File: src/rtl/imem_boot_ctrl_pkg.sv
// Shared types and helpers for the instruction-memory boot loader.
// The state encodings are exported so a debug probe can decode the FSM.
package imem_boot_ctrl_pkg;

    localparam int ADDR_LEN = 32;
    localparam int INST_LEN = 32;

    typedef enum logic [2:0] {
        IMEM_BOOT_IDLE  = 3'd0,
        IMEM_BOOT_LOAD  = 3'd1,
        IMEM_BOOT_DRAIN = 3'd2,
        IMEM_BOOT_DONE  = 3'd3,
        IMEM_BOOT_ERR   = 3'd4
    } boot_state_e;

    // Widened to 64 bits so base+len cannot wrap for any ADDR_W up to 63.
    function automatic logic img_in_range(input logic [63:0] base,
                                          input logic [63:0] len,
                                          input logic [63:0] depth);
        return (base < depth) && ((base + len) <= depth);
    endfunction

endpackage

File: src/rtl/imem_boot_ctrl.sv
// Boot-load sequencer: streams words into the instruction memory write port
// from a programmable base and stalls the CPU until the image is complete.
module imem_boot_ctrl
    import imem_boot_ctrl_pkg::*;
#(
    parameter int ADDR_W        = ADDR_LEN,
    parameter int DATA_W        = INST_LEN,
    parameter int DEPTH         = 4096,
    parameter bit HOLD_ON_RESET = 1'b1
) (
    input  logic              clk,
    input  logic              rst_n,
    input  logic              start_i,
    input  logic              abort_i,
    input  logic [ADDR_W-1:0] base_i,
    input  logic [ADDR_W-1:0] len_i,
    input  logic              ld_valid_i,
    input  logic [DATA_W-1:0] ld_data_i,
    output logic              ld_ready_o,
    output logic              mem_wen_o,
    output logic [ADDR_W-1:0] mem_waddr_o,
    output logic [DATA_W-1:0] mem_wdata_o,
    output logic              cpu_hold_o,
    output logic              busy_o,
    output logic              done_o,
    output logic              err_o
);

    boot_state_e       state_q, state_d;
    logic [ADDR_W-1:0] base_q, len_q, count_q;
    logic              hold_d;
    logic              range_ok, start_ok, beat, last_beat;

    assign range_ok  = img_in_range(64'(base_i), 64'(len_i), 64'(DEPTH));
    assign start_ok  = start_i && (state_q inside {IMEM_BOOT_IDLE, IMEM_BOOT_DONE, IMEM_BOOT_ERR});

    // Abort masks ready so a word offered alongside it is never consumed.
    assign ld_ready_o = (state_q == IMEM_BOOT_LOAD) && !abort_i;
    assign beat       = ld_valid_i && ld_ready_o;
    assign last_beat  = beat && (count_q == (len_q - ADDR_W'(1)));

    assign busy_o = (state_q == IMEM_BOOT_LOAD) || (state_q == IMEM_BOOT_DRAIN);
    assign done_o = (state_q == IMEM_BOOT_DONE);
    assign err_o  = (state_q == IMEM_BOOT_ERR);

    always_comb begin
        state_d = state_q;
        hold_d  = cpu_hold_o;
        case (state_q)
            IMEM_BOOT_IDLE, IMEM_BOOT_DONE, IMEM_BOOT_ERR: begin
                if (start_i) begin
                    if (len_i == '0)
                        state_d = IMEM_BOOT_DONE;
                    else if (!range_ok)
                        state_d = IMEM_BOOT_ERR;
                    else
                        state_d = IMEM_BOOT_LOAD;
                end
            end
            IMEM_BOOT_LOAD: begin
                if (abort_i)
                    state_d = IMEM_BOOT_IDLE;
                else if (last_beat)
                    state_d = IMEM_BOOT_DRAIN;
            end
            IMEM_BOOT_DRAIN: state_d = IMEM_BOOT_DONE;
            default:         state_d = IMEM_BOOT_IDLE;
        endcase

        // Hold drops only on entry to DONE; an aborted load keeps the core stalled.
        if (state_d == IMEM_BOOT_DONE)
            hold_d = 1'b0;
        else if (start_ok || (state_d inside {IMEM_BOOT_LOAD, IMEM_BOOT_DRAIN, IMEM_BOOT_ERR}))
            hold_d = 1'b1;
    end

    always_ff @(posedge clk or negedge rst_n) begin
        if (!rst_n) begin
            state_q    <= IMEM_BOOT_IDLE;
            cpu_hold_o <= HOLD_ON_RESET;
            base_q     <= '0;
            len_q      <= '0;
            count_q    <= '0;
        end else begin
            state_q    <= state_d;
            cpu_hold_o <= hold_d;
            if (start_ok) begin
                base_q  <= base_i;
                len_q   <= len_i;
                count_q <= '0;
            end else if (beat) begin
                count_q <= count_q + ADDR_W'(1);
            end
        end
    end

    // One-cycle write register: a beat in cycle N is written in cycle N+1.
    always_ff @(posedge clk or negedge rst_n) begin
        if (!rst_n) begin
            mem_wen_o   <= 1'b1;
            mem_waddr_o <= '0;
            mem_wdata_o <= '0;
        end else begin
            mem_wen_o <= !beat;
            if (beat) begin
                mem_waddr_o <= base_q + count_q;
                mem_wdata_o <= ld_data_i;
            end
        end
    end

endmodule

File: config.mk
export PLATFORM = sky130hd
export DESIGN_NAME = imem_boot_ctrl
export DESIGN_NICKNAME = d
export VERILOG_FILES = /design/src/rtl/imem_boot_ctrl_pkg.sv /design/src/rtl/imem_boot_ctrl.sv
export SDC_FILE = /design/constraint.sdc
export NUM_CORES = 1
export LEC_CHECK = 0
export ABC_CLOCK_PERIOD_IN_PS = 4600
export CAP_MARGIN = 0
export CORE_ASPECT_RATIO = 1.25
export CORE_MARGIN = 5
export CORE_UTILIZATION = 40
export DETAILED_ROUTE_END_ITERATION = 8
export GPL_TIMING_DRIVEN = 0
export PLACE_DENSITY = 0.6
export SYNTH_ARGS = -nofsm -noshare
export SYNTH_HDL_FRONTEND = slang
export SYNTH_SLANG_ARGS = --single-unit
File: constraint.sdc
create_clock -name clk -period 4.6 [get_ports clk]
set_clock_uncertainty 0.2 [all_clocks]
set_input_delay 0.92 -clock clk [delete_from_list [all_inputs] [get_ports clk]]
set_output_delay 0.92 -clock clk [all_outputs]
set_load 0.05 [all_outputs]
==> key figures, run 1 <==
Pwr
  • Clock network power share: between 30 and 40%
  • Sequential share of power: 39.5%
  • Internal: 2.81 mW
  • Net Switching: 1.29 mW
  • VDD IR max: between 150 and 200 uV
  • Sw Share: 31.6%
  • Pwr Total: 4.10 mW
  • Logic pwr share: 24.2%
  • Leak: 6.13 nW
  • Pwr dens: ~300 nW/um^2

Timing
  • Slew @ Worst Pin: 1.19 ns
  • # setup viols final: 0
  • Hold slack: 0.166 ns
  • Final critical-path share of the clock period: 95.5%
  • Final Hold Fails: 0
  • Fmax: 0.228 GHz
  • Slew Viols, Final: 0
  • Clock period minus worst slack: 4.39 ns
  • Max-Slew Margin vs Limit: approximately a fifth
  • Setup TNS: 0 ns

Logic synthesis
  • Synth area leaders: dfrtp_1, nand2_1, ha_1, xor2_1, xnor2_1
  • Ys flop type: dfrtp_1
  • Synth area leader: dfrtp_1
  • Top cell type's share of synthesized area: between 30% and 40%
  • Cells after Synth: about 1,400
  • Synthesis warning total: 0
  • Syn Area/Cell: 8.02 um^2
  • Post-Syn Area: 11,000 um^2
  • Unique masters post-synth: approximately 70
  • Syn_nets: 1,545
  • Most common cell in the netlist: nand2_1
  • List of most frequent post-synthesis cells: nand2_1, dfrtp_1, nor2_1
  • #FFs+latches synth: approximately 170
  • Synth async-reset ratio: 100%
  • Post-synth EDFFs: 0
  • Sequential fraction of the synthesis area: 37.4%

Critical path
  • R2R Path Start: len_q[6]$_DFFE_PN0P_
  • Reg2reg end: state_q[0]$_DFF_PN0_
  • Critical Path RT: approximately 4.7 ns
  • Critical Path Sink Type: flip-flop
  • Slowest stage delay, CP: 0.53 ns
  • CP cell instances: clkdlybuf4s50_1, ha_2, nand4_1, or3_1, o22ai_2, o2111a_1, o21ai_0, a311oi_1, xor2_1, a2111oi_2, nand2_1, a22o_1
  • Setup slack, reg-to-reg: 0.66 ns
  • Worst EP arrival: 4.53 ns
  • Setup CP Type: input port to flip-flop
  • Critical Path Source Type: input port
  • Crit Path Max Fanout: 7
  • Depth of the most critical reg-to-reg path: 12
  • Crit path max-delay cell type: clkdlybuf4s50_1

Drt
  • Met1 WL: 14,200 um
  • WL met2: 16,100 um
  • DRC Markers: 0
  • Via density: 5.26
  • Uppermost routed layer: met4
  • Antenna-violating nets left: 0
  • Via count: 10,103
  • Final WL: around 33,000 um
  • WL/cell: between 15 and 20 um
  • First-pass DRT Iterations: 7
  • Met3 routed wirelength: 1350 um
  • Initial DRC Count: approximately 570

Status
  • Status: complete, no violations

Final layout
  • Register Area: 4130 um^2
  • Final core occ: 50.3%
  • Layout Nets: ~1,700
  • Filler cells: 2,687
  • Multi-input logic area: 6640 um^2
  • Area Growth Syn to Fin: 25.2%
  • Layout cell share with drive strength beyond 1: 3.31%
  • Final cell count without fillers: 1,922
  • Diodes inserted: 0

Global route
  • Gr usage total: about a fifth
  • First-pass GRT wire length: 52,400 um
  • Vias in the first global route: roughly 10,000
  • Largest net degree at the start of global routing: 124
  • Grt ovf: 0
  • Initial antenna violation count: 0

Placed design
  • Detail Placement HPWL: 26,300 um
  • Placed Cells: 1,898
  • GPL Wtd Cong: 0.914
  • PortBufs: 170

Clock tree
  • H-tree depth reported by CTS: 4
  • Worst-Skew Late Latency: 0.44 ns
  • CTS tree: built
  • Hold buffers post-CTS: 0
  • Clock transition at the registers of the reported paths: approximately 0.07 ns
  • Maximum root-to-sink buffer count: 2
  • Cts bufs inserted: 17
  • Clock sink total: 165
  • CTS root buffer: clkbuf_16
  • Setup bufs post-CTS: 0

Die
  • Chip height: 196 um
  • Die area: 31,100 um^2
  • Row cnt: 68
  • Initial Util: 40.2%
  • Die width: 159 um
  • Core area: 27,500 um^2
  • I/O pins: 171

Min path
  • Worst Hold Class: input port to asynchronous set/reset pin

Job
  • Max Cap Viol: 0
-- layout make-up --
| type | count | area share (%) |
|---|---|---|
| multi-input cells | 1131 | 48.0 |
| plain buffers | 53 | 1.50 |
| flip-flops and latches | 165 | 29.9 |
| repair buffers | 171 | 12.5 |
| well taps | 350 | 3.17 |
| clock buffers | 20 | 3.23 |
| inverters | 20 | 0.543 |
| clock inverters | 12 | 1.20 |
-- worst max-delay path: cells and delay by family --
family,cells,cell delay [ns]
AO/OA/AOI/OAI,6,1.67
buffers and inverters,1,0.53
XOR/XNOR,1,0.14
AND/OR/NAND/NOR,3,0.78
adder cells (fa/ha/maj),1,0.47
-- what timing repair did --
action                     in CTS  in global routing
setup endpoints to repair       2                  2
gates resized for setup         4                  6
pin swaps                       0                  1
-- power groups by stage --
stage / Clock, mW / Combinational [mW] / Sequential [mW]
finish: 1.49 / 0.992 / 1.62
global route: 1.58 / 1.09 / 1.63
CTS: 1.53 / 0.991 / 1.62
detailed placement: 0 / 0.983 / 1.65
global placement: 0 / 0.979 / 1.65
floorplan: 0 / 0.461 / 1.79
-- registers in the layout, indices dropped and copies added, names as in the netlist --
signal	flops
base_q	32
len_q	32
cpu_hold_o	1
count_q	32
mem_wen_o	1
mem_waddr_o	32
state_q	3
mem_wdata_o	32
-- layer usage --
metal / track usage [%] / vias to the layer above
met5: 0 / -
met4: 7.02 / 0
met3: 2.71 / 45
met2: 36.4 / 213
met1: 27.2 / 4678
li1: - / 5167
-- layout by cell type (no fill, tap or decap), drive strengths merged, types with 6 or more instances in the layout --
cell type	instances
nor4	28
ha	65
and2	6
clkdlybuf4s50	169
mux2i	6
a21o	17
xor2	69
or3	15
nand2b	8
dfrtp	163
buf	7
nand3	32
nor2b	6
nand2	395
a211oi	10
o21a	19
and3	9
a31oi	6
xnor2	50
nor2	86
clkbuf	68
a21oi	64
o211ai	9
inv	23
nor3	31
o21ai	88
o31ai	7
nand4	30
-- cells by family after synthesis --
family	Yosys count	share of synthesized area (%)
AO/OA/AOI/OAI	270	15.4
XOR/XNOR	119	9.43
adder cells (fa/ha/maj)	67	7.72
buffers and inverters	81	2.83
flip-flops	165	37.4
multiplexers	8	0.747
AND/OR/NAND/NOR	667	26.5
-- stage by stage --
| step | setup WS (ns) | area (um^2) |
|---|---|---|
| 3_3_place_gp | -4.43 | 13200 |
| 5_1_grt | -0.00551 | 13800 |
| 6_report | 0.208 | 13800 |
| 2_1_floorplan | 0.622 | 11000 |
| 3_5_place_dp | -0.762 | 13200 |
| 4_1_cts | 0.0538 | 13800 |
-- worst max path at each step --
| stage | start | endpoint | slack (ns) | cells after the start |
|---|---|---|---|---|
| detailed placement | base_i[13] | state_q[2]$_DFF_PN0_ | -0.76 | 13 |
| CTS | len_i[4] | state_q[2]$_DFF_PN0_ | 0.05 | 13 |
| global route | len_i[0] | state_q[2]$_DFF_PN0_ | -0.006 | 13 |
| finish | base_i[13] | state_q[2]$_DFF_PN0_ | 0.21 | 12 |
| global placement | rst_n | mem_waddr_o[31]$_DFFE_PN0P_ | -4.43 | 1 |
| floorplan | abort_i | count_q[27]$_DFFE_PN0P_ | 0.62 | 8 |
Power figures use the tool's default switching activity.
==> run 2, diff against run 1 <==
Settings changed: ABC_CLOCK_PERIOD_IN_PS 4600 to 4700.
Clock period 4.6 ns to 4.7 ns, I/O delays scaled along.
==> key figures, run 2 (synthesized netlist as in run 1, its figures left out) <==
Status
  • Status: complete, no violations

Placed design
  • Setup slack after placement: -0.682 ns (+0.0800 ns)
  • PortBufs: 170 (unchanged)
  • GPL Wtd Cong: 0.914 (unchanged)
  • Placed Cells: 1,898 (unchanged)
  • Detail Placement HPWL: 26,300 um (unchanged)

Timing
  • Clock period minus worst slack: between 4 and 5 ns
  • Fmax: 0.223 GHz
  • Final critical-path share of the clock period: between 90% and 100%
  • Slew Viols, Final: 0 (unchanged)
  • Final Hold Fails: 0 (unchanged)
  • Max-Slew Margin vs Limit: 19.5% (-0.37 points)
  • RSZ-0062 raised after global routing: no
  • Hold slack: 0.184 ns (+0.0179 ns)
  • Final setup margin: 0.217 ns (+0.00928 ns)
  • Slew @ Worst Pin: 1.20 ns (+0.00555 ns)
  • # setup viols final: 0 (unchanged)

Final layout
  • Area Growth Syn to Fin: 25.2% (unchanged)
  • Layout cell share with drive strength beyond 1: 3.18% (-0.13 points)
  • Filler cells: 2,684 (-0.11%)
  • Commonest non-fill, non-tap cell in the layout: nand2_1
  • Final core occ: 50.3% (unchanged)
  • Most frequent cells in the layout: nand2_1, clkdlybuf4s50_1, dfrtp_1
  • Layout Nets: 1,729 (+0.12%)
  • Diodes inserted: 0 (unchanged)
  • Final cell count without fillers: 1,924 (+0.10%)

Drt
  • DRC Markers: 0 (unchanged)
  • Antenna-violating nets left: 0 (unchanged)
  • Final WL: 32,600 um (about the same)
  • First-pass DRT Iterations: 5 (-2)
  • Initial DRC Count: 571 (+1.1%)
  • Via count: 10,136 (+0.33%)
  • WL/cell: 16.9 um (about the same)
  • Via density: 5.27 (+0.22%)

Critical path
  • Crit path max-delay family: compound AO/OA/AOI/OAI gates
  • Worst path bufs/invs: 1 (unchanged)
  • Crit path max-delay cell type: clkdlybuf4s50_1
  • WP depth: 13 (+1)
  • CP cell instances: clkdlybuf4s50_1, ha_1, fa_1, a211oi_1, o21a_2, o22ai_2, o2111a_1, o21ai_0, a311oi_1, xor2_1, a2111oi_2, nand2_1, a22o_1
  • Critical Path Source Type: input port
  • Slowest stage delay, CP: 0.49 ns (-0.04 ns)
  • Setup CP Type: input port to flip-flop
  • Critical Path Sink Type: flip-flop
  • Crit Path Max Fanout: 6 (-1)
  • Depth of the most critical reg-to-reg path: 12 (unchanged)
  • Critical Path RT: 4.83 ns (+0.09 ns)
  • Worst EP arrival: 4.62 ns (+0.09 ns)

Clock tree
  • CTS tree: built
  • Post-CTS sizing: 3 (-1)
  • Cts bufs inserted: 17 (unchanged)
  • H-tree depth reported by CTS: 4 (unchanged)
  • Setup bufs post-CTS: 0 (unchanged)
  • Worst-Skew Late Latency: 0.44 ns (about the same)
  • CTS root buffer: clkbuf_16
  • Clock transition at the registers of the reported paths: 0.07 ns (about the same)
  • Maximum root-to-sink buffer count: 2 (unchanged)
  • Clock sink total: 165 (unchanged)
  • Hold buffers post-CTS: 0 (unchanged)

Pwr
  • Leak: 6.13 nW (about the same)
  • Pwr Total: 4.01 mW (-2.2%)
  • VDD IR max: 182 uV (-2.5%)
  • Pwr dens: 290 nW/um^2 (-2.2%)

Die
  • Chip height: 196 um (unchanged)
  • Die area: 31,100 um^2 (unchanged)
  • Row cnt: 68 (unchanged)
  • Initial Util: 40.2% (unchanged)
  • Die width: 159 um (unchanged)
  • I/O pins: 171 (unchanged)
  • Core area: 27,500 um^2 (unchanged)

Global route
  • Gr usage total: 21.1% (about the same)
  • Initial antenna violation count: 0 (unchanged)
  • Largest net degree at the start of global routing: 124 (unchanged)
  • First-pass GRT wire length: 52,500 um (about the same)
  • Grt ovf: 0 (unchanged)
  • Vias in the first global route: 10,052 (+0.040%)

Min path
  • Worst Hold Class: input port to asynchronous set/reset pin

Job
  • Max Cap Viol: 0 (unchanged)
==> run 2: power by group <==
part | total [mW] | switching, mW | internal (mW)
Sequential | 1.58 | 0.0709 | 1.51
Clock | 1.46 | 0.600 | 0.859
Combinational | 0.970 | 0.595 | 0.374
Total | 4.01 | 1.27 | 2.75
==> run 2: layout make-up <==
cell class / instances / area [um^2] / share of cell area [%]
plain buffers: 55 / 215 / 1.56
flip-flops and latches: 165 / 4130 / 29.9
inverters: 20 / 75.1 / 0.543
repair buffers: 171 / 1730 / 12.5
multi-input cells: 1131 / 6630 / 47.9
clock buffers: 20 / 447 / 3.23
clock inverters: 12 / 166 / 1.20
well taps: 350 / 438 / 3.17
==> run 2: worst reg2reg max path: cells and delay by family (launching register included) <==
kind | cells | cell delay (ns)
and+or+nand+nor | 5 | 2.08
DFF | 1 | 0.37
buffers and inverters | 2 | 0.31
muxes | 2 | 0.35
AOI/OAI and AO/OA | 3 | 0.49
==> run 2: path summary, 6_finish.rpt <==
path / start / endpoint / slack [ns]
max: len_i[0] / state_q[2]$_DFF_PN0_ / 0.22
min: rst_n / len_q[0]$_DFFE_PN0P_ / 0.18
max reg2reg: len_q[6]$_DFFE_PN0P_ / state_q[0]$_DFF_PN0_ / 0.74
min reg2reg: mem_wdata_o[14]$_DFFE_PN0P_ / mem_wdata_o[14]$_DFFE_PN0P_ / 0.27
max in group asynchronous: rst_n / mem_waddr_o[28]$_DFFE_PN0P_ / 3.20
min in group clk: mem_wdata_o[14]$_DFFE_PN0P_ / mem_wdata_o[14]$_DFFE_PN0P_ / 0.27
==> run 2: layer usage <==
metal	vias to the layer above	wire, um	global-route usage [%]
met1	4698	14300	27.2
li1	5174	-	-
met2	222	16000	36.4
met3	42	1380	2.71
met4	0	840	7.02
met5	-	0	0
==> run 2: metrics by stage <==
stage          area (um^2)  TNS [ns]
5_1_grt              13800         0
2_1_floorplan        11000         0
3_5_place_dp         13200     -1.29
4_1_cts              13800         0
6_report             13800         0
3_3_place_gp         13200   -712.56
==> run 3, diff against run 2 <==
Settings changed: CORE_UTILIZATION 40 to 30, PLACE_DENSITY 0.6 to 0.48.
==> key figures, run 3 (synthesized netlist as in run 1, its figures left out) <==
Status
  • Status: complete, no violations

Critical path
  • Setup slack, reg-to-reg: 0.73 ns (about the same)
  • Critical Path RT: 4.84 ns (about the same)
  • Setup CP Type: input port to flip-flop
  • Depth of the most critical reg-to-reg path: 12 (unchanged)
  • Critical Path Source Type: input port
  • Critical Path Sink Type: flip-flop
  • Worst EP arrival: 4.72 ns (+0.10 ns)
  • R2R Path Start: len_q[6]$_DFFE_PN0P_
  • Crit Path Max Fanout: 7 (+1)
  • Reg2reg end: state_q[0]$_DFF_PN0_

Clock tree
  • Clock sink total: 165 (unchanged)
  • Maximum root-to-sink buffer count: 2 (unchanged)
  • Cts bufs inserted: 17 (unchanged)
  • Worst-Skew Late Latency: 0.45 ns (about the same)
  • CTS tree: built
  • Hold buffers post-CTS: 0 (unchanged)
  • Clock transition at the registers of the reported paths: 0.08 ns (about the same)
  • H-tree depth reported by CTS: 4 (unchanged)
  • CTS root buffer: clkbuf_16
  • Setup bufs post-CTS: 0 (unchanged)

Pwr
  • Leak: 6.14 nW (+0.17%)
  • Clock network power share: 35.9% (-0.5 points)
  • Logic pwr share: 24.6% (+0.4 points)
  • Pwr dens: 286 nW/um^2 (-1.4%)
  • Sw Share: 33.8% (+2.2 points)
  • Net Switching: 1.35 mW (+6.9%)
  • Internal: 2.65 mW (-3.5%)
  • Pwr Total: 4.01 mW (-0.18%)
  • VDD IR max: 231 uV (+27%)
  • Sequential share of power: 39.5% (about the same)

Timing
  • Hold slack: 0.276 ns (+0.0925 ns)
  • Clock period minus worst slack: 4.58 ns (+0.102 ns)
  • Slew Viols, Final: 0 (unchanged)
  • # setup viols final: 0 (unchanged)
  • Final Hold Fails: 0 (unchanged)
  • Fmax: 0.218 GHz (-2.2%)
  • Slew @ Worst Pin: 1.22 ns (+0.0224 ns)
  • Final critical-path share of the clock period: 97.5% (+2.2 points)
  • RSZ-0062 raised after global routing: no
  • Max-Slew Margin vs Limit: 18.0% (-1.5 points)

Final layout
  • Layout Nets: 1,731 (+0.12%)
  • Commonest non-fill, non-tap cell in the layout: nand2_1
  • Most frequent cells in the layout: nand2_1, clkdlybuf4s50_1, dfrtp_1
  • Diodes inserted: 0 (unchanged)
  • Area Growth Syn to Fin: 26.8%
  • Layout cell share with drive strength beyond 1: 3.24% (+0.059 points)
  • Final core occ: 38.5% (-12 points)
  • Filler cells: 3,775 (+41%)

Drt
  • Antenna-violating nets left: 0 (unchanged)
  • Uppermost routed layer: met4
  • DRC Markers: 0 (unchanged)
  • WL met2: 18,000 um (+13%)
  • Via count: 10,205 (+0.68%)
  • Initial DRC Count: 527 (-7.7%)
  • Final WL: 35,700 um (+9.6%)
  • WL/cell: 17.4 um (+2.6%)
  • First-pass DRT Iterations: 5 (unchanged)
  • Met3 routed wirelength: 1010 um (-27%)
  • Met1 WL: 15,700 um (+9.5%)
  • Via density: 4.96 (-5.8%)

Global route
  • Grt ovf: 0 (unchanged)
  • Initial antenna violation count: 0 (unchanged)
  • First-pass GRT wire length: 57,500 um (+9.6%)
  • Gr usage total: 17.6% (-3.6 points)
  • Vias in the first global route: 10,455 (+4.0%)
  • Largest net degree at the start of global routing: 100 (-19%)

Min path
  • HP Start: mem_wdata_o[28]$_DFFE_PN0P_
  • Worst Hold Class: flip-flop to flip-flop
  • Hold endpoint: mem_wdata_o[28]$_DFFE_PN0P_
  • Hold path cells: 2

Die
  • Chip height: 225 um (+15%)
  • Row cnt: 78 (+15%)
  • Die area: 40,800 um^2 (+31%)
  • Initial Util: 30.4% (-9.9 points)
  • Die width: 182 um (+14%)
  • I/O pins: 171 (unchanged)
  • Core area: 36,400 um^2 (+32%)

Placed design
  • Detail Placement HPWL: 29,000 um (+10%)
  • GPL Wtd Cong: 0.910 (-0.45%)
  • PortBufs: 170 (unchanged)

Job
  • Max Cap Viol: 0 (unchanged)
run 3: cell types whose count changed in the layout (fill, tap and decap cells not counted), moves of 2 or more:
cell        change
bufinv_16       -2
inv_8           +4
clkinv_4        -2
clkinv_8        +3
clkinvlp_4      -2
run 3: per-stage QoR:
stage | worst slack [ns] | instance area (um^2) | instances | TNS (ns)
6_report | 0.116 | 14000 | 2056 | 0
5_1_grt | 0.00966 | 14000 | 2056 | 0
4_1_cts | 0.0326 | 14000 | 2058 | 0
3_5_place_dp | -0.950 | 13400 | 2028 | -1.81
3_3_place_gp | -4.67 | 13400 | 2027 | -765.94
2_1_floorplan | 0.702 | 11000 | 1377 | 0
run 3: worst max-delay path, cell delays in order:
cell	delay, ns
clkdlybuf4s50_1	0.55
ha_1	0.51
nand4_1	0.25
or3_1	0.47
o22ai_4	0.24
o2111a_1	0.26
o21ai_0	0.15
a311oi_1	0.33
xor2_1	0.12
a2111oi_2	0.42
nand2_1	0.22
a22o_1	0.26
run 3: area by class of cell:
class / instances / area, um^2 / share of cell area (%)
Sequential cell: 165 / 4130 / 29.5
Clock inverter: 15 / 181 / 1.29
Timing Repair Buffer: 171 / 1730 / 12.4
Multi-Input combinational cell: 1131 / 6640 / 47.4
Tap cell: 480 / 601 / 4.29
Inverter: 20 / 75.1 / 0.536
Clock buffer: 17 / 425 / 3.04
Buffer: 57 / 223 / 1.59
run 3: repair_timing:
item | in CTS | in global routing
cloned | 0 | 0
endpoints found under the setup margin | 2 | 2
gates resized for setup | 5 | 4
pin swaps | 0 | 2
run 3: power groups by stage:
| stage | clock, mW | combinational, mW | sequential (mW) |
|---|---|---|---|
| floorplan | 0 | 0.451 | 1.75 |
| global placement | 0 | 0.975 | 1.61 |
| detailed placement | 0 | 0.978 | 1.61 |
| CTS | 1.49 | 0.989 | 1.59 |
| global route | 1.55 | 1.08 | 1.60 |
| finish | 1.44 | 0.985 | 1.58 |
run 3: metal layers:
layer,up-vias,GRT usage (%)
li1,5177,-
met1,4782,21.7
met2,199,31.5
met3,47,2.30
met4,0,5.93
met5,-,0
run 3: how the worst max path moves through the flow:
| stage | cells past startpoint | slack, ns | from | to |
|---|---|---|---|---|
| 2_1_floorplan | 8 | 0.70 | abort_i | count_q[27]$_DFFE_PN0P_ |
| 3_3_place_gp | 1 | -4.67 | rst_n | mem_waddr_o[28]$_DFFE_PN0P_ |
| 3_5_place_dp | 13 | -0.95 | base_i[13] | state_q[2]$_DFF_PN0_ |
| 4_1_cts | 12 | 0.03 | len_i[0] | state_q[2]$_DFF_PN0_ |
| 5_1_grt | 13 | 0.01 | len_i[17] | state_q[2]$_DFF_PN0_ |
| 6_report | 12 | 0.12 | base_i[13] | state_q[2]$_DFF_PN0_ |
